==> config.mk <==
export PLATFORM = sky130hd
export DESIGN_NAME = debouncer_multi
export DESIGN_NICKNAME = d
export VERILOG_FILES = /design/src/rtl/debouncer_pkg.sv /design/src/rtl/debounce_channel.sv /design/src/rtl/debouncer_multi.sv
export SDC_FILE = /design/constraint.sdc
export NUM_CORES = 1
export LEC_CHECK = 0
export CORE_MARGIN = 5
export CORE_UTILIZATION = 53
export DETAILED_ROUTE_END_ITERATION = 8
export PLACE_DENSITY = 0.74
export SLEW_MARGIN = 40
export SYNTH_ARGS = -nofsm -noshare
export SYNTH_HDL_FRONTEND = slang
export SYNTH_SLANG_ARGS = --single-unit
==> constraint.sdc <==
create_clock -name clk -period 2.05 [get_ports clk]
set_input_delay 0.205 -clock clk [delete_from_list [all_inputs] [get_ports clk]]
set_output_delay 0.205 -clock clk [all_outputs]
set_load 0.01 [all_outputs]
==> src/rtl/debouncer_pkg.sv <==
// Shared types and helpers for the multi-channel debouncer.
package debouncer_pkg;

  // Per-channel debounce FSM encoding.
  typedef enum logic {
    ST_STABLE = 1'b0,
    ST_WAIT   = 1'b1
  } state_t;

  // Ceiling log2, usable in constant expressions for counter widths.
  function automatic int clog2(input int value);
    int result;
    int v;
    result = 0;
    v = value - 1;
    while (v > 0) begin
      result = result + 1;
      v = v >> 1;
    end
    return result;
  endfunction

endpackage

==> src/rtl/debounce_channel.sv <==
// One debounce channel: 2-FF synchroniser, tick-counting FSM and edge pulses.
//
//  state     | meaning
//  ----------+----------------------------------------------------------
//  ST_STABLE | synchronised input agrees with level; nothing pending
//  ST_WAIT   | input disagrees with level; counting ticks until accepted
module debounce_channel
  import debouncer_pkg::*;
#(
  parameter int STABLE_TICKS = 3,
  parameter bit RESET_LEVEL  = 1'b0
) (
  input  logic clk,
  input  logic reset,
  input  logic raw,
  input  logic tick,
  output logic level,
  output logic rise,
  output logic fall,
  output logic change_next
);

  localparam int            CW   = clog2(STABLE_TICKS + 1);
  localparam logic [CW-1:0] LAST = CW'(STABLE_TICKS - 1);

  logic [1:0]    sync;
  logic          s;
  state_t        state, state_nxt;
  logic [CW-1:0] cnt, cnt_nxt;
  logic          level_nxt, rise_nxt, fall_nxt;

  assign s           = sync[1];
  assign change_next = rise_nxt | fall_nxt;

  // Two-stage synchroniser for the asynchronous board input.
  always_ff @(posedge clk or posedge reset) begin
    if (reset) sync <= {2{RESET_LEVEL}};
    else       sync <= {sync[0], raw};
  end

  // FSM, tick counter, debounced level and pulse registers.
  always_ff @(posedge clk or posedge reset) begin
    if (reset) begin
      state <= ST_STABLE;
      cnt   <= '0;
      level <= RESET_LEVEL;
      rise  <= 1'b0;
      fall  <= 1'b0;
    end else begin
      state <= state_nxt;
      cnt   <= cnt_nxt;
      level <= level_nxt;
      rise  <= rise_nxt;
      fall  <= fall_nxt;
    end
  end

  // Next-state logic; an abort (input back to level) takes priority over a tick.
  always_comb begin
    state_nxt = state;
    cnt_nxt   = cnt;
    level_nxt = level;
    rise_nxt  = 1'b0;
    fall_nxt  = 1'b0;
    case (state)
      ST_STABLE: begin
        if (s != level) begin
          state_nxt = ST_WAIT;
          cnt_nxt   = '0;
        end
      end
      ST_WAIT: begin
        if (s == level) begin
          state_nxt = ST_STABLE;
          cnt_nxt   = '0;
        end else if (tick) begin
          if (cnt == LAST) begin
            level_nxt = ~level;
            rise_nxt  = ~level;
            fall_nxt  = level;
            state_nxt = ST_STABLE;
            cnt_nxt   = '0;
          end else begin
            cnt_nxt = cnt + CW'(1);
          end
        end
      end
      default: begin
        state_nxt = ST_STABLE;
        cnt_nxt   = '0;
      end
    endcase
  end

endmodule

==> src/rtl/debouncer_multi.sv <==
// N-channel debouncer: shared tick source plus one debounce_channel per input.
module debouncer_multi
  import debouncer_pkg::*;
#(
  parameter int CHANNELS     = 4,
  parameter int TICK_DIV     = 100000,
  parameter int STABLE_TICKS = 3,
  parameter bit EXT_TICK     = 1'b0,
  parameter bit RESET_LEVEL  = 1'b0
) (
  input  logic                clk,
  input  logic                reset,
  input  logic [CHANNELS-1:0] raw_in,
  input  logic                tick_in,
  output logic [CHANNELS-1:0] level,
  output logic [CHANNELS-1:0] rise,
  output logic [CHANNELS-1:0] fall,
  output logic                any_change
);

  localparam int            PW         = clog2(TICK_DIV);
  localparam logic [PW-1:0] PRESC_LAST = PW'(TICK_DIV - 1);

  logic [PW-1:0]       presc;
  logic                presc_tick;
  logic                tick;
  logic [CHANNELS-1:0] change_next;

  assign presc_tick = (presc == PRESC_LAST);
  assign tick       = EXT_TICK ? tick_in : presc_tick;

  // Free-running prescaler; tick is high for the last count of each period.
  always_ff @(posedge clk or posedge reset) begin
    if (reset)           presc <= '0;
    else if (presc_tick) presc <= '0;
    else                 presc <= presc + PW'(1);
  end

  for (genvar g = 0; g < CHANNELS; g++) begin : g_ch
    debounce_channel #(
      .STABLE_TICKS(STABLE_TICKS),
      .RESET_LEVEL (RESET_LEVEL)
    ) u_ch (
      .clk        (clk),
      .reset      (reset),
      .raw        (raw_in[g]),
      .tick       (tick),
      .level      (level[g]),
      .rise       (rise[g]),
      .fall       (fall[g]),
      .change_next(change_next[g])
    );
  end

  // Registered from the channels' next-pulse terms so it lines up with rise/fall.
  always_ff @(posedge clk or posedge reset) begin
    if (reset) any_change <= 1'b0;
    else       any_change <= |change_next;
  end

endmodule

# Yosys cells after proc, flatten, opt, wreduce, memory -nomap -nowiden
# Index checks and enable logic that the tools add are counted.
# word_totals
input_bits	7
wordCells	150
regBits	50
output_inout_bits	13
# classes
n_mux	73
n_addsub	5
n_bitwise	16
reduce_logical	9
eq_ne	21
# ops
operator	count
$mux 1	48
$mux 2	16
$add 17x1->17 const B	1
$eq 17x17->1 const B	1
$mux 17	1
$pmux 2 s2	4
$reduce_and 4->1	4
$not 1->1	12
$ne 3x3->1 const B	3
$add 2x1->2 const B	4
$eq 2x2->1 const B	4
$ne 2x1->1 const B	4
$pmux 1 s2	4
$reduce_and 2->1	4
$eq 1x1->1	4
$ne 1x1->1	4
$or 1x1->1	4
$reduce_or 4->1	1
$ne 3x2->1 const B	1

# Logic depth before layout (Yosys ltp)
# Gate-level depths: netlist of the first run.
# logic_depth
depth_word	7
mapped_depth	8
ltp_nobuf	6

# Modules after synthesis
# A second synthesis of the first run with hierarchy kept.
# unflattened
hier_cells	169
hier_area_um2	2124.5
# by_module_without_submodules
module	seq_area_each_um2	cells_per_inst	instances	area_each_um2
debounce_channel	200.2	23	4	316.6
debouncer_multi	450.4	77	1	858.3

# Worst setup path after synthesis of the first run
# Ideal clock, no wire load.
# synth_path
kind	reg2reg
startpoint	register presc[0]
endpoint	register g_ch[1].u_ch.cnt[0]
arrival_ns	1.492
stages_incl_launch_ff	8
slack_ns	0.433
synth_period_minus_slack_ns	1.617
t_required_ns	1.925
path_cell_list	dfrtp_1 > ha_1 > nand2_1 > nor2_1 > and4_1 > buf_4 > and4b_1 > mux2_4
# synth_via
elab_chain_len	3
# synth_rtl
item	line_no	source
from (decl)	debouncer_multi.sv:24	logic [PW-1:0] presc;
from (signal assigned)	debouncer_multi.sv:36	else presc <= presc + PW'(1);
$eq 17x17->1	debouncer_multi.sv:29	assign presc_tick = (presc == PRESC_LAST);
$ne 3x3->1 (no source line)	-	
$reduce_and 2->1 (no source line)	-	
to (signal assigned)	debounce_channel.sv:51	cnt <= cnt_nxt;
to (decl)	debounce_channel.sv:29	logic [CW-1:0] cnt, cnt_nxt;
# No other way between the ends.
# A chain may end at the register's enable or synchronous reset.

# Worst setup path after layout of the first run
# Same ends and word-level chain as after synthesis.

==> results of run 1 <==
-- per-layer routing --
metal,global-route usage,routed length [um]
met1,0.170,1490
met2,0.255,1970
met3,0.0320,121
met4,0.0751,57
met5,0,0
-- worst min path at each step --
stage	start	to	slack, ps	cells after the start
final	reset	g_ch[3].u_ch.cnt[1]$_DFFE_PP0P_	260	2
after global routing	reset	g_ch[3].u_ch.cnt[1]$_DFFE_PP0P_	310	2
after CTS	reset	g_ch[3].u_ch.cnt[1]$_DFFE_PP0P_	280	2
after detailed placement	g_ch[1].u_ch.sync[0]$_DFF_PP0_	g_ch[1].u_ch.sync[1]$_DFF_PP0_	340	0
after global placement	g_ch[0].u_ch.sync[0]$_DFF_PP0_	g_ch[0].u_ch.sync[1]$_DFF_PP0_	330	0
after floorplan	raw_in[0]	g_ch[0].u_ch.sync[0]$_DFF_PP0_	240	0
-- worst max-delay path, stage by stage, from the launching register on --
cell and delay [ps]:
dfrtp_1 430, ha_1 280, nand2_1 90, nor2_1 40, and4_1 190, buf_4 190, and4b_1 220, mux2_4 270
-- cell families after synthesis --
group / count (synthesis)
muxes: 11
xor gates and xnor gates: 18
AOI/OAI and AO/OA: 15
buffers and inverters: 17
DFF: 50
adders and majority gates: 1
and+or+nand+nor: 75
-- power groups by stage --
stage	Sequential [W]	Clock, W	Combinational, W
3_3_place_gp	0.00102	0	0.0000532
4_1_cts	0.00101	0.000681	0.0000559
6_report	0.00101	0.000662	0.0000537
5_1_grt	0.00101	0.000722	0.0000627
2_1_floorplan	0.00102	0	0.0000328
3_5_place_dp	0.00103	0	0.0000556
-- metrics by stage --
stage / instances / cell area [um2]
after floorplan: 187 / 2230
after global placement: 243 / 2380
after detailed placement: 243 / 2380
after CTS: 251 / 2490
after global routing: 251 / 2490
final: 251 / 2490
-- flip-flops by register name, summed over array words and instances (netlist names) --
signal	cells
any_change	1
g_ch.u_ch.cnt	8
g_ch.u_ch.fall	4
g_ch.u_ch.level	4
g_ch.u_ch.rise	4
g_ch.u_ch.state	4
g_ch.u_ch.sync	8
presc	17
-- placed cells by master, fill, tap and decap left out, types with 2 or more instances in the layout --
| cell | instances |
|---|---|
| and2_1 | 3 |
| nor3b_1 | 8 |
| nand2_1 | 12 |
| o21ai_0 | 2 |
| clkbuf_8 | 5 |
| dfrtp_1 | 50 |
| xnor2_1 | 9 |
| and4_1 | 2 |
| nand4_1 | 2 |
| nor2b_1 | 6 |
| xor2_1 | 9 |
| buf_4 | 2 |
| mux2i_1 | 6 |
| nand3_1 | 5 |
| clkbuf_1 | 2 |
| mux2_2 | 4 |
| and3b_1 | 3 |
| o22ai_1 | 5 |
| nand2b_1 | 6 |
| clkdlybuf4s50_1 | 18 |
| nor2_1 | 13 |
| and3_1 | 6 |
-- final cells by class --
type	instances	area [um2]	share of cell area
Timing Repair Buffer	21	215	0.0865
Clock buffer	7	76.3	0.0307
Tap cell	50	62.6	0.0251
Multi-Input combinational cell	120	846	0.340
Inverter	2	7.51	0.00302
Sequential cell	50	1250	0.503
Clock inverter	1	30.0	0.0121
==> impl_metrics.yaml, run 1 <==
worst_hold_path:
  hp-class: "primary input to async pin"
clocking:
  cts_inserted_buffers: 5
  htreeDepth: 2
  root_buffer: "clkbuf_8"
  hold_buffers: 0
  clk_latency_ps: 290
  cts_sinks: 50
  clockBufferDepth: 2
  cts_tree: "done"
  cts_setup_buffers: 0
  clkTransAtPathRegs_ps: 80
  cts_repair_resize_count: 0
floorplanning:
  die_area_um2: 5600
  coreArea_um2: 4030
  die_h_um: 74.8
  initial_utilization: 0.553
  placementRows: 23
  dieWidth_um: 74.8
  pin_count: 20
finish:
  drive_above_1_share: 0.104
  fin_util: 0.618
  syn2layout_area_growth_pct: 11.7
  nets: 208
  diodes: 0
  final.fill_count: 325
outcome:
  status: "finished, final reports clean"
logic_synthesis:
  syn_avg_cell_area_um2: 11.9
  synth_xor_area_frac: 0.0707
  syn-cell-area_um2: 2230
  synthFlopType: "dfrtp_1"
  ys_types: 41
  synth_top_family_by_area: "simple AND/OR/NAND/NOR gates"
  seq_area_frac_synth: 0.561
  yosysMostFrequentCell: "dfrtp_1"
  ys_warn_count: 0
  synth_nets: 195
  synth_compound_area_frac: 0.0455
  ys_ff_latch: 50
  yosysTopAreaCell: "dfrtp_1"
  yosys.area_share.simple: 0.204
  synth_area_leaders: "dfrtp_1, buf_4, xnor2_1"
  synth-edff-count: 0
  synthTopCellsByCount: "dfrtp_1, buf_4, nor2_1"
  synthCells: 187
  synthAdderAreaFrac: 0.00561
  ys_async_sr_fraction: 1.00
  synth_top_area_frac: 0.561
  synthMuxAreaShare: 0.0539
global_route:
  antenna_found_initial: 0
  grtUsageTotal: 0.147
  grt_pass1_wl_mm: 6.18
  grt_max_degree: 28
  first_global_vias: 1402
  grt_overflow: 0
setup_path:
  timing.rr.start: "presc[0]$_DFF_PP0_"
  cp.arrival_ps: 2000
  startpoint: "presc[0]$_DFF_PP0_"
  reg2reg_to: "g_ch[1].u_ch.cnt[0]$_DFFE_PP0P_"
  cp-end-kind: "register"
  start_kind: "register"
  path_class: "register to register"
  worst-path-max-fanout: 13
  required_ps: 2230
  rrSetupSlack_ps: 240
  reg2reg_depth: 7
  crit_path_end: "g_ch[1].u_ch.cnt[0]$_DFFE_PP0P_"
sta:
  fin_skew_ps: 3.34
  finalHoldViolCount: 0
  hold_ws_ps: 265
  finalSetupTns_ps: 0
  min_period_ps: 1810
  fmax_mhz: 551
  post-route-period-util: 0.885
  setup_viol_count_final: 0
  fin_ws_ps: 237
  relSlewSlack: 0.660
  max_slew.worst_pin.slew_ps: 509
  slew_violations: 0
  rsz0062_at_grt: "no"
pwr:
  p_clk_frac: 0.384
  switching_power_w: 0.000338
  p_sw_frac: 0.196
  vdd_drop_max_mv: 0.456
  p_per_area_nw_per_um2: 692
  leakagePower_nw: 1.11
  sequentialPowerShare: 0.584
  share_comb_of_total_power: 0.031
  power_w: 0.00172
  p_int_w: 0.00138
detailed_routing:
  dr.pass1.iters: 4
  vias_per_cell: 5.50
  ant_nets: 0
  wl_per_cell_um: 14.5
  drt_iter0_markers: 71
  drc_errors: 0
  vias: 1381
  drt_wl_total_mm: 3.63
place:
  dp_hpwl_mm: 2.69
  place_congestion: 0.876
  pre_cts_slack_ps: 246
  io_buffers: 18
flow_run:
  drv_cap: 0
Power figures use the tool's default switching activity.
==> run 2: changes to the inputs <==
--- a/config.mk
+++ b/config.mk
@@ -13,3 +13,4 @@
 export SYNTH_ARGS = -nofsm -noshare
 export SYNTH_HDL_FRONTEND = slang
 export SYNTH_SLANG_ARGS = --single-unit
+export TNS_END_PERCENT = 50
==> results of run 2 <==
Same layout as run 1: the final DEF is identical, and so are final timing and power.
